--- src/rtl/uart_cpld_bridge.sv ---
// CPLD-style UART bridge: CPU strobe interface (rdn/wrn, tbre/tsre/data_ready) to 8N1 serial pins.
// One TX holding byte, one TX shift byte, one RX byte; all logic in the clk domain.
module uart_cpld_bridge #(
  parameter int CLK_FREQ = 50_000_000,
  parameter int BAUD     = 115200
) (
  input  logic       clk,
  input  logic       rst,
  input  logic [7:0] bus_data_i,
  output logic [7:0] bus_data_o,
  output logic       bus_data_oe,
  input  logic       rdn,
  input  logic       wrn,
  output logic       tbre,
  output logic       tsre,
  output logic       data_ready,
  output logic       overrun,
  output logic       txd,
  input  logic       rxd
);

  localparam int DIV = CLK_FREQ / BAUD;
  localparam int CW  = (DIV > 1) ? $clog2(DIV) : 1;
  localparam logic [CW-1:0] LAST = CW'(DIV - 1);
  localparam logic [CW-1:0] HALF = CW'(DIV / 2 - 1);

  typedef enum logic [1:0] {TX_IDLE, TX_START, TX_DATA, TX_STOP} tx_state_t;
  typedef enum logic [1:0] {RX_IDLE, RX_START, RX_DATA, RX_STOP} rx_state_t;

  // [1] is the synchronized level, [2] its previous value for edge detection
  logic [2:0] rdn_sr, wrn_sr, rxd_sr;
  logic       rd_rise, wr_fall, rx_fall, rxd_s;

  always_ff @(posedge clk) begin
    if (rst) begin
      rdn_sr <= 3'b111;
      wrn_sr <= 3'b111;
      rxd_sr <= 3'b111;
    end else begin
      rdn_sr <= {rdn_sr[1:0], rdn};
      wrn_sr <= {wrn_sr[1:0], wrn};
      rxd_sr <= {rxd_sr[1:0], rxd};
    end
  end

  assign rd_rise = ~rdn_sr[2] & rdn_sr[1];
  assign wr_fall = wrn_sr[2] & ~wrn_sr[1];
  assign rx_fall = rxd_sr[2] & ~rxd_sr[1];
  assign rxd_s   = rxd_sr[1];

  assign bus_data_oe = ~rdn;

  // ---------------- TX ----------------
  tx_state_t       tx_state, tx_next;
  logic [CW-1:0]   tx_cnt;
  logic [2:0]      tx_idx;
  logic [7:0]      tx_hold, tx_shift;
  logic            tx_load, tx_bit_end;

  assign tx_bit_end = (tx_cnt == LAST);

  always_comb begin
    tx_next = tx_state;
    tx_load = 1'b0;
    case (tx_state)
      TX_IDLE:  if (!tbre) begin tx_load = 1'b1; tx_next = TX_START; end
      TX_START: if (tx_bit_end) tx_next = TX_DATA;
      TX_DATA:  if (tx_bit_end && tx_idx == 3'd7) tx_next = TX_STOP;
      TX_STOP:
        if (tx_bit_end) begin
          // pending holding byte chains straight into the next start bit
          if (!tbre) begin tx_load = 1'b1; tx_next = TX_START; end
          else tx_next = TX_IDLE;
        end
      default:  tx_next = TX_IDLE;
    endcase
  end

  always_ff @(posedge clk) begin
    if (rst) tx_state <= TX_IDLE;
    else     tx_state <= tx_next;
  end

  always_ff @(posedge clk) begin
    if (rst) begin
      tx_cnt   <= '0;
      tx_idx   <= '0;
      tx_hold  <= '0;
      tx_shift <= '0;
      txd      <= 1'b1;
      tsre     <= 1'b1;
      tbre     <= 1'b1;
    end else begin
      if (tx_load) begin
        tx_shift <= tx_hold;
        tx_cnt   <= '0;
        tx_idx   <= '0;
        txd      <= 1'b0;
        tsre     <= 1'b0;
      end else if (tx_state != TX_IDLE) begin
        if (tx_bit_end) begin
          tx_cnt <= '0;
          case (tx_state)
            TX_START: begin
              txd      <= tx_shift[0];
              tx_shift <= tx_shift >> 1;
            end
            TX_DATA:
              if (tx_idx == 3'd7) txd <= 1'b1;
              else begin
                txd      <= tx_shift[0];
                tx_shift <= tx_shift >> 1;
                tx_idx   <= tx_idx + 3'd1;
              end
            TX_STOP: tsre <= 1'b1;
            default: ;
          endcase
        end else begin
          tx_cnt <= tx_cnt + CW'(1);
        end
      end
      // tbre is still 0 in the load cycle, so a coincident write is rejected
      if (tx_load) tbre <= 1'b1;
      else if (wr_fall && tbre) begin
        tbre    <= 1'b0;
        tx_hold <= bus_data_i;
      end
    end
  end

  // ---------------- RX ----------------
  rx_state_t       rx_state, rx_next;
  logic [CW-1:0]   rx_cnt;
  logic [2:0]      rx_idx;
  logic [7:0]      rx_shift, rx_byte;
  logic            rx_ferr, rx_load, rx_bit_end, rx_half;

  assign rx_bit_end = (rx_cnt == LAST);
  assign rx_half    = (rx_cnt == HALF);

  always_comb begin
    rx_next = rx_state;
    rx_load = 1'b0;
    case (rx_state)
      RX_IDLE:  if (rx_fall) rx_next = RX_START;
      RX_START: if (rx_half) rx_next = rxd_s ? RX_IDLE : RX_DATA;
      RX_DATA:  if (rx_bit_end && rx_idx == 3'd7) rx_next = RX_STOP;
      RX_STOP:
        // after a framing error, wait for the line to return high
        if (rx_ferr) begin
          if (rxd_s) rx_next = RX_IDLE;
        end else if (rx_bit_end && rxd_s) begin
          rx_load = 1'b1;
          rx_next = RX_IDLE;
        end
      default:  rx_next = RX_IDLE;
    endcase
  end

  always_ff @(posedge clk) begin
    if (rst) rx_state <= RX_IDLE;
    else     rx_state <= rx_next;
  end

  always_ff @(posedge clk) begin
    if (rst) begin
      rx_cnt     <= '0;
      rx_idx     <= '0;
      rx_shift   <= '0;
      rx_ferr    <= 1'b0;
      rx_byte    <= '0;
      data_ready <= 1'b0;
      overrun    <= 1'b0;
    end else begin
      case (rx_state)
        RX_IDLE: begin
          rx_cnt  <= '0;
          rx_idx  <= '0;
          rx_ferr <= 1'b0;
        end
        RX_START:
          if (rx_half) rx_cnt <= '0;
          else         rx_cnt <= rx_cnt + CW'(1);
        RX_DATA:
          if (rx_bit_end) begin
            rx_cnt   <= '0;
            rx_shift <= {rxd_s, rx_shift[7:1]};
            rx_idx   <= rx_idx + 3'd1;
          end else begin
            rx_cnt <= rx_cnt + CW'(1);
          end
        RX_STOP:
          if (!rx_ferr) begin
            if (rx_bit_end) begin
              if (!rxd_s) rx_ferr <= 1'b1;
            end else begin
              rx_cnt <= rx_cnt + CW'(1);
            end
          end
        default: ;
      endcase
      // a load beats a coincident read-release
      if (rx_load) begin
        rx_byte    <= rx_shift;
        data_ready <= 1'b1;
        overrun    <= rd_rise ? 1'b0 : (overrun | data_ready);
      end else if (rd_rise) begin
        data_ready <= 1'b0;
        overrun    <= 1'b0;
      end
    end
  end

  assign bus_data_o = rx_byte;

endmodule

--- config.mk ---
export PLATFORM = sky130hd
export DESIGN_NAME = uart_cpld_bridge
export DESIGN_NICKNAME = d
export VERILOG_FILES = /design/src/rtl/uart_cpld_bridge.sv
export SDC_FILE = /design/constraint.sdc
export NUM_CORES = 1
export LEC_CHECK = 0
export CAP_MARGIN = 0
export CORE_MARGIN = 2
export CORE_UTILIZATION = 60
export DETAILED_ROUTE_END_ITERATION = 10
export DONT_BUFFER_PORTS = 1
export PLACE_DENSITY_LB_ADDON = 0.05
export SYNTH_ARGS = -nofsm -noshare
export SYNTH_HDL_FRONTEND = slang
export SYNTH_SLANG_ARGS = --single-unit
--- constraint.sdc ---
create_clock -name clk -period 4.7 [get_ports clk]
set_clock_uncertainty 0.1 [all_clocks]
set_input_delay 0.235 -clock clk [delete_from_list [all_inputs] [get_ports clk]]
set_output_delay 0.235 -clock clk [all_outputs]
set_load 0.005 [all_outputs]
After elaboration in Yosys (flattened, before gate mapping)
Index checks and enable logic that the tools add are counted.
W data, S select, Z words.
Word-level totals
  word-level logic and storage cells: 132
  register bits: 75
  input port bits: 13
  output and inout bits: 14
Cells by class
  add/subtract/negate cells: 4
  eq/ne operators: 24
  reductions and logical operators: 25
  bitwise gates (word level): 10
  multiplexer cells: 50
Operators by type and width (count)
  $mux W9: 5
  $pmux W9 S4: 1
  $mux W8: 4
  $mux W2: 11
  $mux W1: 21
  $ne A2 B2 Y1 const B: 10
  $add A9 B1 Y9 const B: 2
  $eq A9 B9 Y1 const B: 2
  $pmux W2 S4: 2
  $pmux W8 S2: 1
  $reduce_bool A2 Y1: 7
  $reduce_and A4 Y1: 3
  $eq A9 B8 Y1 const B: 1
  $ne A3 B3 Y1 const B: 3
  $eq A2 B2 Y1 const B: 4
  $reduce_and A2 Y1: 4
  $add A3 B1 Y3 const B: 2
  $eq A3 B3 Y1 const B: 2
  $not A1 Y1: 6
  $pmux W1 S2: 3
  $pmux W3 S2: 1
  $reduce_and A3 Y1: 2
  $reduce_and A5 Y1: 1
  $eq A2 B1 Y1 const B: 2
  7 further kinds: 13

Logic depth before layout (Yosys ltp)
  depth in word-level cells: 6
  mapped depth: 9
  gate-level depth less buffers: 7

Worst setup path before layout
No wires, ideal clock.
  path type: reg2reg
  start: reg tx_state[0]
  end: reg tx_shift[1]
  path slack: 2.679 ns
  path buffers: 1
  library setup time: 0.086 ns
  period minus slack after synthesis: 2.021 ns
  arrival time: 1.836 ns
  data required time: 4.514 ns
  cell stages (with the launch flop): 9
  cells stage by stage: dfxtp_1 -> inv_1 -> ha_1 -> nor3b_1 -> o311ai_0 -> a21boi_2 -> buf_2 -> nor2_1 -> a211oi_1
On the way
  longest elaborated chain between the ends: 5
  elaborated cells on any way between the ends: 15
  those cells by class: eq/ne: 4; mux: 5; reduce/logical: 6
Ends and longest elaborated chain
  start, declared: RTL line 54  | tx_state_t tx_state, tx_next;
  start signal, assigned: RTL line 81  | else tx_state <= tx_next;
  $eq A2 B2 Y1 or $eq A2 B1 Y1 (tied branches): RTL line 103  | case (tx_state)
  $pmux W8 S2: RTL line 103
  $mux W8: RTL line 101  | if (tx_bit_end) begin
  $mux W8: RTL line 100  | end else if (tx_state != TX_IDLE) begin
  $mux W8: RTL line 94  | if (tx_load) begin
  end signal, assigned: RTL line 95  | tx_shift <= tx_hold;
  end signal, assigned: RTL line 106  | tx_shift <= tx_shift >> 1;
  end signal, assigned: RTL line 112  | tx_shift <= tx_shift >> 1;
  end, declared: RTL line 57  | logic [7:0] tx_hold, tx_shift;
Several ways; a longest one is shown, not always the timed one. The select of a mux whose other input is x is not followed.
A chain may end at the register's enable or synchronous reset.

Worst setup path after layout
  start: reg tx_state[0]
  end: reg txd
On the way
  longest elaborated chain between the ends: 5
  elaborated cells on any way between the ends: 14
  those cells by class: eq/ne: 3; mux: 5; reduce/logical: 6
Ends and longest elaborated chain
  $eq A2 B2 Y1 or $eq A2 B1 Y1 (tied branches): RTL line 103
  $pmux W1 S2: RTL line 103
  $mux W1: RTL line 101
  $mux W1: RTL line 100
  $mux W1: RTL line 94
  end signal, assigned: RTL line 105  | txd <= tx_shift[0];
  end signal, assigned: RTL line 111  | txd <= tx_shift[0];
  end, declared: RTL line 18  | output logic txd,
Several ways; a longest one is shown, not always the timed one. The select of a mux whose other input is x is not followed.

==> summary.txt <==
Run
  – Maxcap violations: 0

Synth
  – Post-synth EDFFs: 0
  – Mapped Cells: 365
  – YS warnings: 0
  – Syn avg cell area: 9.146 um^2
  – Synthesized flop and latch total: 75
  – Mapped cell area: 3338 um^2
  – Ys async rst share: 0%
  – Sequential area share after synthesis: 44.98%
  – Count of cell types in the netlist: 54
  – Main synth FF type: dfxtp_1
  – Syn_nets: 396

Floorplanning
  – Die H: 78.59 um
  – # rows: 27
  – CORE AREA: 5439 um^2
  – Initial Util: 61.38%
  – I/O pins: 27
  – DIE AREA: 6176 um^2
  – Die W: 78.59 um

STA
  – # setup viols final: 0
  – Setup TNS: 0 ns
  – Slew of the pin with the lowest slew margin: 0.7065 ns
  – Tcrit/Tclk final: 51.74%
  – Final Max Slew Viols: 0
  – Final-report hold violation count: 0
  – Final WS setup: 2.268 ns
  – RSZ-0062 raised after global routing: false
  – F_max: 0.4112 GHz
  – Tmin final: 2.432 ns
  – Slew Limit Headroom: 52.75%
  – WHS: 0.02339 ns

Route
  – Via count: 2,422
  – Initial DRC Count: 104
  – M1 WL: 2.953 mm
  – Drt total wl: 5.947 mm
  – Highest Signal Layer: met4
  – Met3 WL: 133 um
  – Drt via density: 5.406
  – Residual DRC: 0
  – DRT Pass-1 Iters: 4
  – Post-route ant nets: 0
  – Met2 WL: 2.807 mm
  – Drt wl/cell: 13.27 um

Clock tree
  – Post-CTS setup buffers: 0
  – Deepest clock path buffer count: 2
  – Total number of H-tree levels: 3
  – Post-CTS resize count: 0
  – CTS clk-pin slew, worst paths: 0.08 ns
  – CTS tree: yes
  – Clock latency on the worst-skew pair: 0.34 ns
  – Root buffer cell: clkbuf_8
  – Total CTS buffers: 9
  – Cts hold-fix bufs: 12
  – Clock sink count: 75

Placement
  – Pre-CTS setup slack: 2.303 ns
  – Placed Cells: 420
  – Routability cong.: 0.8287
  – HPWL Detailed: 3.815 mm
  – Number of port buffers: 0

Cells and area
  – # diodes: 0
  – Fin cells: 448
  – Fillers: 442
  – Fin util: 67.84%
  – NumNets Final: 402
  – Synth-to-Final Area Change: 10.53%
  – Share of cells above drive strength 1: 10.11%

Power and ir drop
  – Cell leakage power: 1.407 nW
  – Peak supply drop: 224.3 uV
  – PwrDens: 417.7 nW/um^2

Setup path
  – Worst Path Buf+Inv: 1
  – Worst Setup SP: tx_state[0]$_SDFFE_PP0P_
  – WP data required: 4.83 ns
  – Critical path type: reg2reg
  – CP delay by family, top: compound AO/OA/AOI/OAI gates
  – Critical Path Stages: 7
  – Worst reg2reg path startpoint: tx_state[0]$_SDFFE_PP0P_
  – FF-to-FF path depth: 7
  – WP data arrival: 2.57 ns
  – CP max-delay cell: a21boi_2
  – Worst r2r dst: txd$_SDFFE_PP1P_
  – Crit. End Element: flop
  – CP Cell Sequence: inv_1 -> ha_1 -> nor3b_1 -> o311ai_0 -> a21boi_2 -> nor2_1 -> a211o_1
  – Crit path largest cell delay: 0.56 ns
  – Startpoint Class: flop
  – CP Max Fanout: 16
  – Critical Path End: txd$_SDFFE_PP1P_
  – Reg-to-reg slack, setup: 2.27 ns

Hold path
  – Hold Path Class: in2reg

Global route
  – First-pass GRT wire length: 10.38 mm
  – Largest net degree at the start of global routing: 61
  – GRT overflow: 0
  – Vias in the first global route: 2,274
  – Gr usage total: 20.90%
  – Antenna violations before repair: 0

Outcome
  – Status: finished, final reports clean
registers in the layout, indices dropped and copies added (netlist names), named ones only:
name	flops
bus_data_o	8
data_ready	1
overrun	1
rdn_sr	3
rx_cnt	9
rx_ferr	1
rx_idx	3
rx_shift	8
rx_state	1
rxd_sr	3
tbre	1
tsre	1
tx_cnt	9
tx_hold	8
tx_idx	3
tx_shift	8
tx_state	2
txd	1
wrn_sr	3
metal layers:
layer	track usage, %	vias to the layer above
met5	0	-
met4	8.596	0
met3	4.138	6
met2	33.25	22
met1	27.76	1129
li1	-	1265
layout make-up:
cell class	count	area [um^2]	area share, %
sequential	75	1501	40.69
clock buffer	9	123.9	3.357
multi-input combinational	261	1718	46.56
tap	72	90.09	2.442
inverter	12	45.04	1.221
timing repair buffer	12	130.1	3.527
clock inverter	7	81.33	2.204
Yosys cell counts, drive strengths merged, types with 9 or more instances:
cell    count  share of area, %
a21oi      26               3.9
clkbuf     14               1.6
dfxtp      75                45
ha         18               6.7
inv        12               1.3
mux2i      18               5.4
nand2      42               4.7
nor2       48               5.4
or2        12               2.2
xnor2       9               2.4
placed cells by master, fill, tap and decap left out, drive strengths merged, types with 2 or more instances in the layout:
master	netlist	layout
dfxtp	75	75
nor2	48	48
nand2	42	42
a21oi	26	26
mux2i	18	18
ha	18	18
inv	12	15
or2	12	12
dlygate4sd3	0	11
xnor2	9	9
clkbuf	14	9
nor2b	8	8
and3	8	8
nor3	8	8
a211oi	7	7
xor2	6	6
nand2b	5	5
a31oi	3	3
and2	3	3
o21ai	3	3
a211o	3	3
and4	2	2
a22oi	2	2
nand4b	2	2
o2bb2ai	2	2
a311oi	2	2
o31ai	2	2
nand4	2	2
clkinv	0	2
nor4b	2	2
a21boi	2	2
and4b	2	2
logic make-up (layout without fill, tap and decap cells):
logic type               after synthesis  count (layout)  share of synthesized area, %
AO/OA/AOI/OAI                         61              61                         12.71
XOR/XNOR                              15              15                         3.936
adder cells (fa/ha/maj)               18              18                         6.747
buffers and inverters                 29              40                         3.561
flip-flops                            75              75                         44.98
multiplexers                          18              18                         5.397
AND/OR/NAND/NOR                      149             149                         22.68
through the flow:
step | power (mW) | instance area (um^2)
3_3_place_gp | 1.016 | 3354
5_1_grt | 1.628 | 3690
4_1_cts | 1.553 | 3690
2_1_floorplan | 0.9856 | 3338
3_5_place_dp | 1.026 | 3354
6_report | 1.541 | 3690
power by group:
| part | internal [mW] | switching (mW) |
|---|---|---|
| combinational | 0.128 | 0.176 |
| sequential | 0.688 | 0.0383 |
| clock | 0.253 | 0.258 |
worst min-delay path by stage:
stage / end / slack, ns / cells past startpoint / startpoint
2_1_floorplan: rdn_sr[0]$_SDFF_PP1_ / 0.24 / 1 / rdn
3_3_place_gp: rx_cnt[0]$_SDFFE_PP0P_ / 0.21 / 1 / rst
3_5_place_dp: rx_cnt[0]$_SDFFE_PP0P_ / 0.21 / 1 / rst
4_1_cts: rx_cnt[1]$_SDFFE_PP0P_ / 0.02 / 2 / rst
5_1_grt: rx_cnt[1]$_SDFFE_PP0P_ / 0.05 / 2 / rst
6_report: rx_cnt[1]$_SDFFE_PP0P_ / 0.02 / 2 / rst
Note: power is estimated with default switching activity, not from simulation.
